`src/rtl/dso100_intr_pkg.sv`:
```
// Shared constants for the DSO100 framebuffer interrupt controller:
// register word indices and the register data width.
package dso100_intr_pkg;

  localparam int INTR_DATA_W = 32;

  localparam logic [1:0] INTR_REG_STATUS  = 2'd0;
  localparam logic [1:0] INTR_REG_ENABLE  = 2'd1;
  localparam logic [1:0] INTR_REG_PENDING = 2'd2;
  localparam logic [1:0] INTR_REG_FORCE   = 2'd3;

endpackage

```
`src/rtl/dso100_intr_edge.sv`:
```
// Per-source rising-edge detector. prev clears on reset, so a source that is
// already high when reset releases produces one event.
module dso100_intr_edge
  import dso100_intr_pkg::*;
#(
  parameter int NUM_SRC = 4
) (
  input  logic               clk,
  input  logic               rst,
  input  logic [NUM_SRC-1:0] src_event,
  output logic [NUM_SRC-1:0] rise
);

  logic [NUM_SRC-1:0] prev;

  always_ff @(posedge clk) begin
    if (rst) prev <= '0;
    else     prev <= src_event;
  end

  assign rise = src_event & ~prev;

endmodule

```
`src/rtl/dso100_intr_ctrl.sv`:
```
// DSO100 framebuffer interrupt controller: sticky W1C status, enable mask and a
// registered level interrupt. Define DSO100_INTR_HOLDOFF_EN for a minimum low time.
module dso100_intr_ctrl
  import dso100_intr_pkg::*;
#(
  parameter int NUM_SRC        = 4,
  parameter int HOLDOFF_CYCLES = 16
) (
  input  logic                   CLK,
  input  logic                   RST,
  input  logic [NUM_SRC-1:0]     SRC_EVENT,
  input  logic                   REG_WE,
  input  logic                   REG_RE,
  input  logic [1:0]             REG_ADDR,
  input  logic [INTR_DATA_W-1:0] REG_WDATA,
  output logic [INTR_DATA_W-1:0] REG_RDATA,
  output logic                   DSO100FB_INTR
);

  if (NUM_SRC < 1 || NUM_SRC > 32 || HOLDOFF_CYCLES < 1 || HOLDOFF_CYCLES > 65535) begin : g_bad_param
    $error("dso100_intr_ctrl: parameter out of range");
  end

  logic [NUM_SRC-1:0] rise;
  logic [NUM_SRC-1:0] status;
  logic [NUM_SRC-1:0] enable;
  logic [NUM_SRC-1:0] wdata_src;
  logic [NUM_SRC-1:0] w1c_wr;
  logic [NUM_SRC-1:0] force_wr;
  logic [NUM_SRC-1:0] pending;
  logic               req;
  logic               intr_next;
  logic [INTR_DATA_W-1:0] rdata_next;
  logic               unused_wdata;

  dso100_intr_edge #(.NUM_SRC(NUM_SRC)) u_edge (
    .clk       (CLK),
    .rst       (RST),
    .src_event (SRC_EVENT),
    .rise      (rise)
  );

  assign wdata_src    = REG_WDATA[NUM_SRC-1:0];
  assign unused_wdata = ^REG_WDATA;
  assign w1c_wr       = (REG_WE && REG_ADDR == INTR_REG_STATUS) ? wdata_src : '0;
  assign force_wr     = (REG_WE && REG_ADDR == INTR_REG_FORCE)  ? wdata_src : '0;
  assign pending      = status & enable;
  assign req          = |pending;

  always_comb begin
    rdata_next = '0;
    case (REG_ADDR)
      INTR_REG_STATUS:  rdata_next = INTR_DATA_W'(status);
      INTR_REG_ENABLE:  rdata_next = INTR_DATA_W'(enable);
      INTR_REG_PENDING: rdata_next = INTR_DATA_W'(pending);
      default:          rdata_next = '0;
    endcase
  end

  // Set after clear: an event coinciding with its own W1C is kept.
  always_ff @(posedge CLK) begin
    if (RST) begin
      status    <= '0;
      enable    <= '0;
      REG_RDATA <= '0;
    end else begin
      status <= (status & ~w1c_wr) | rise | force_wr;
      if (REG_WE && REG_ADDR == INTR_REG_ENABLE) enable <= wdata_src;
      if (REG_RE) REG_RDATA <= rdata_next;
    end
  end

`ifdef DSO100_INTR_HOLDOFF_EN
  logic [15:0] holdoff_cnt;
  logic        holdoff_open;

  // Opening on the final count gives exactly HOLDOFF_CYCLES low cycles.
  assign holdoff_open = (holdoff_cnt <= 16'd1);
  assign intr_next    = req & holdoff_open;

  always_ff @(posedge CLK) begin
    if (RST) begin
      holdoff_cnt <= '0;
    end else if (DSO100FB_INTR && !intr_next) begin
      holdoff_cnt <= 16'(HOLDOFF_CYCLES);
    end else if (holdoff_cnt != 16'd0) begin
      holdoff_cnt <= holdoff_cnt - 16'd1;
    end
  end
`else
  assign intr_next = req;
`endif

  always_ff @(posedge CLK) begin
    if (RST) DSO100FB_INTR <= 1'b0;
    else     DSO100FB_INTR <= intr_next;
  end

endmodule

```
`config.mk`:
```
export PLATFORM = sky130hd
export DESIGN_NAME = dso100_intr_ctrl
export DESIGN_NICKNAME = d
export VERILOG_FILES = /design/src/rtl/dso100_intr_pkg.sv /design/src/rtl/dso100_intr_edge.sv /design/src/rtl/dso100_intr_ctrl.sv
export SDC_FILE = /design/constraint.sdc
export NUM_CORES = 1
export LEC_CHECK = 0
export CORE_MARGIN = 8
export CORE_UTILIZATION = 57
export DETAILED_ROUTE_END_ITERATION = 7
export DONT_BUFFER_PORTS = 1
export GPL_TIMING_DRIVEN = 0
export PLACE_DENSITY = 0.72
export SETUP_SLACK_MARGIN = 0.2
export SYNTH_ARGS = -nofsm -noshare
export SYNTH_HDL_FRONTEND = slang
export SYNTH_SLANG_ARGS = --single-unit
```
`constraint.sdc`:
```
create_clock -name CLK -period 3.01 [get_ports CLK]
set_clock_uncertainty 0.15 [all_clocks]
set_input_delay 0.301 -clock CLK [delete_from_list [all_inputs] [get_ports CLK]]
set_output_delay 0.301 -clock CLK [all_outputs]
set_load 0.01 [all_outputs]
```
==> metrics.md <==
| Metric | Value |
|---|---|
| Status | finished clean |
| Adder-Cell Fraction of Synth Area | 0% |
| Fin crit share | around two fifths |
| Die Y | approximately 56 um |
| Largest net degree at the start of global routing | 11 |
| CTS H-tree depth | 1 |
| Post-CTS Setup Bufs | 0 |
| Detailed Routing Iterations Pass 1 | 4 |
| Peak Freq | between 800 and 900 MHz |
| Worst hold start | REG_WDATA[2] |
| ANT cells | 0 |
| R2R Path Start | enable[2]$_SDFFE_PP0P_ |
| Synth Area in XOR/XNOR | 0% |
| NumNets Final | about 190 |
| Synth Area in Simple Gates | about 21% |
| Final Hold Fails | 0 |
| Maxcap violations | 0 |
| Final Cell Area | about 1200 um^2 |
| Area share of the largest cell type after synthesis | between 30% and 40% |
| Die area | about 3200 um^2 |
| First-pass GRT wire length | between 3000 and 4000 um |
| Placed cell areas | about 1100 um^2 |
| Die Width | around 56 um |
| Starting density of the core | 61.1% |
| Hold slack | 14.2 ps |
| Worst hold path depth | 2 |
| Rows | 14 |
| Cell taking the most area after synthesis | dfxtp_1 |
| Core area | between 1500 and 2000 um^2 |
| Vias | 719 |
| Fillcell total | 121 |
| 1st-iter DRT viols | 8 |
| EDFF count, synth | 0 |
| Final WL | between 1500 and 2000 um |
| Synth top area cells | dfxtp_1 (37%), buf_4 (23%), nor2b_1 (5.4%), a21oi_1 (4.8%), mux2i_1 (4.3%) |
| Detailed-route DRC error count | 0 |
| Post_cts resized | 0 |
| Reg2Reg Depth | 3 |
| Setup TNS | 0 ps |
| WL/cell | 12.2 um |
| Gpl congestion | 0.744 |
| Type of the tightest min-delay check | input pin to flop |
| Number of global-route vias before repair | roughly 700 |
| Flop2flop setup slack | just under 2000 ps |
| Syn_area_per_cell | around 8.7 um^2 |
| Post-route ant nets | 0 |
| Worst Path Arrival | about 700 ps |
| Clock sink total | 17 |
| I/O Buffers | 0 |
| Hold Buf Count CTS | 7 |
| Placed cells | 150 |
| Most common cell in the synthesized netlist | buf_4 |
| Multiplexer area fraction after synthesis | under 10% |
| Unrepaired setup endpoints after global routing | false |
| Lkg Pwr | about 0.59 nW |
| Power per cell area | between 300 and 400 nW/um^2 |
| Non-filler cells, final | around 160 |
| Boundary Pins | 75 |
| Hold endpoint | enable[2]$_SDFFE_PP0P_ |
| CP Class | flop to primary output |
| P&R area growth vs syn | 24.5% |
| Min Tclk post-route | 1150 ps |
| Crit end category | primary output |
| Post-synth top flop | dfxtp_1 |
| Vias per cell | between 4 and 5 |
| Clk pin slew, worst setup/hold paths | about 100 ps |
| Clock Tree Root | clkbuf_4 |
| Yosys warning total | 0 |
| Max FO, Critical Path | 2 |
| Compound-Gate Fraction of Synth Area | approximately 12% |
| Clk buf depth | 2 |
| Clock Latency Late Sink | ~300 ps |
| Cells after synthesis | 107 |
| CTS buffer count | 3 |
| Post-synth ARST share | 0% |
| Largest family of logic cells by synthesized area | buffers and inverters |
| Worst Path Required | 2560 ps |
| Initial antenna violation count | 0 |
| Yosys reg bits | 17 |
| Worst vdd ir | 418 uV |
| Final setup viols | 0 |
| Total Routing Usage GR | about 13% |
| Grt ovf | 0 |
| Worst setup SP type | flop |
| Share of cells above drive strength 1 | around a quarter |
| Final Max Tran Viols | 0 |
| DP HPWL | approximately 1500 um |
| Post-synth top cells | buf_4 (28), dfxtp_1 (17), a21oi_1 (9) |
| Number of distinct library cells after synthesis | 21 |
| R2R Path End | REG_RDATA[2]$_SDFFE_PP0P_ |
| CTS tree | built |
| Post-Syn Area | between 900 and 1000 um^2 |
| Post-synthesis sequential area ratio | around 37% |
[cell usage in the layout (no fill, tap or decap)]
cell | synthesis | layout
nand2_1 | 4 | 4
conb_1 | 1 | 28
clkbuf_4 | 0 | 3
mux2i_1 | 4 | 4
a311oi_1 | 4 | 4
dlygate4sd3_1 | 0 | 8
and2b_4 | 1 | 1
buf_4 | 28 | 28
nor2_1 | 8 | 8
a21oi_1 | 9 | 9
nand3b_2 | 1 | 1
and3_2 | 1 | 1
nor2b_1 | 8 | 8
nand3b_1 | 4 | 4
nand2b_1 | 2 | 2
or3b_4 | 1 | 1
o21ai_1 | 4 | 4
clkbuf_1 | 1 | 2
clkdlybuf4s25_2 | 1 | 1
inv_1 | 4 | 4
or2b_1 | 2 | 2
dfxtp_1 | 17 | 17
a22oi_1 | 2 | 2
[cell type report]
type	count	area (um^2)	area share, %
Buffer	30	224	19.3
Clock buffer	4	26.3	2.27
Inverter	4	15.0	1.30
Multi-Input combinational cell	83	453	39.1
Sequential cell	17	340	29.4
Tap cell	16	20.0	1.73
Timing Repair Buffer	8	80.1	6.91
[cells by family after synthesis]
logic type / Yosys count
AND/OR/NAND/NOR: 32
other: 1
flip-flops: 17
buffers and inverters: 34
AO/OA/AOI/OAI: 19
multiplexers: 4
[registers in the layout (all words and copies together) (netlist names)]
register	count
DSO100FB_INTR	1
REG_RDATA	4
enable	4
status	4
u_edge.prev	4
[worst reg2reg max path: cells and delay by family (launching register included)]
kind               cells  cell delay (ps)
AOI/OAI and AO/OA      1              260
and+or+nand+nor        2              200
DFF                    1              390
[metrics by stage]
stage          power (mW)  setup slack [ps]  util, %
6_report            0.460              1860     76.0
3_5_place_dp        0.330              1800     69.0
2_1_floorplan       0.323              1860        -
3_3_place_gp        0.328              1820     69.0
5_1_grt             0.482              1810     76.0
4_1_cts             0.460              1850     75.4
[worst max path at each step]
stage                              startpoint                         to  slack (ps)  cells after the start
detailed placement                REG_ADDR[1]       status[0]$_SDFF_PP0_        1800                      3
CTS                 REG_RDATA[2]$_SDFFE_PP0P_               REG_RDATA[2]        1850                      0
global route           enable[2]$_SDFFE_PP0P_  REG_RDATA[2]$_SDFFE_PP0P_        1810                      3
floorplan                         REG_ADDR[1]       status[0]$_SDFF_PP0_        1860                      3
global placement                  REG_ADDR[1]       status[2]$_SDFF_PP0_        1820                      3
finish              REG_RDATA[0]$_SDFFE_PP0P_               REG_RDATA[0]        1860                      0
[power by group]
group	total, mW	switching, mW	internal, mW
combinational	0.0901	0.0404	0.0496
sequential	0.248	0.00998	0.238
clock	0.122	0.0709	0.0516
[layer usage]
layer  routed length, um  global-route usage (%)
met5                   0                       0
met4                  17                    4.12
met3                 219                    7.87
met2                1020                    21.9
met1                 724                    12.0
Note: power is estimated with default switching activity, not from simulation.
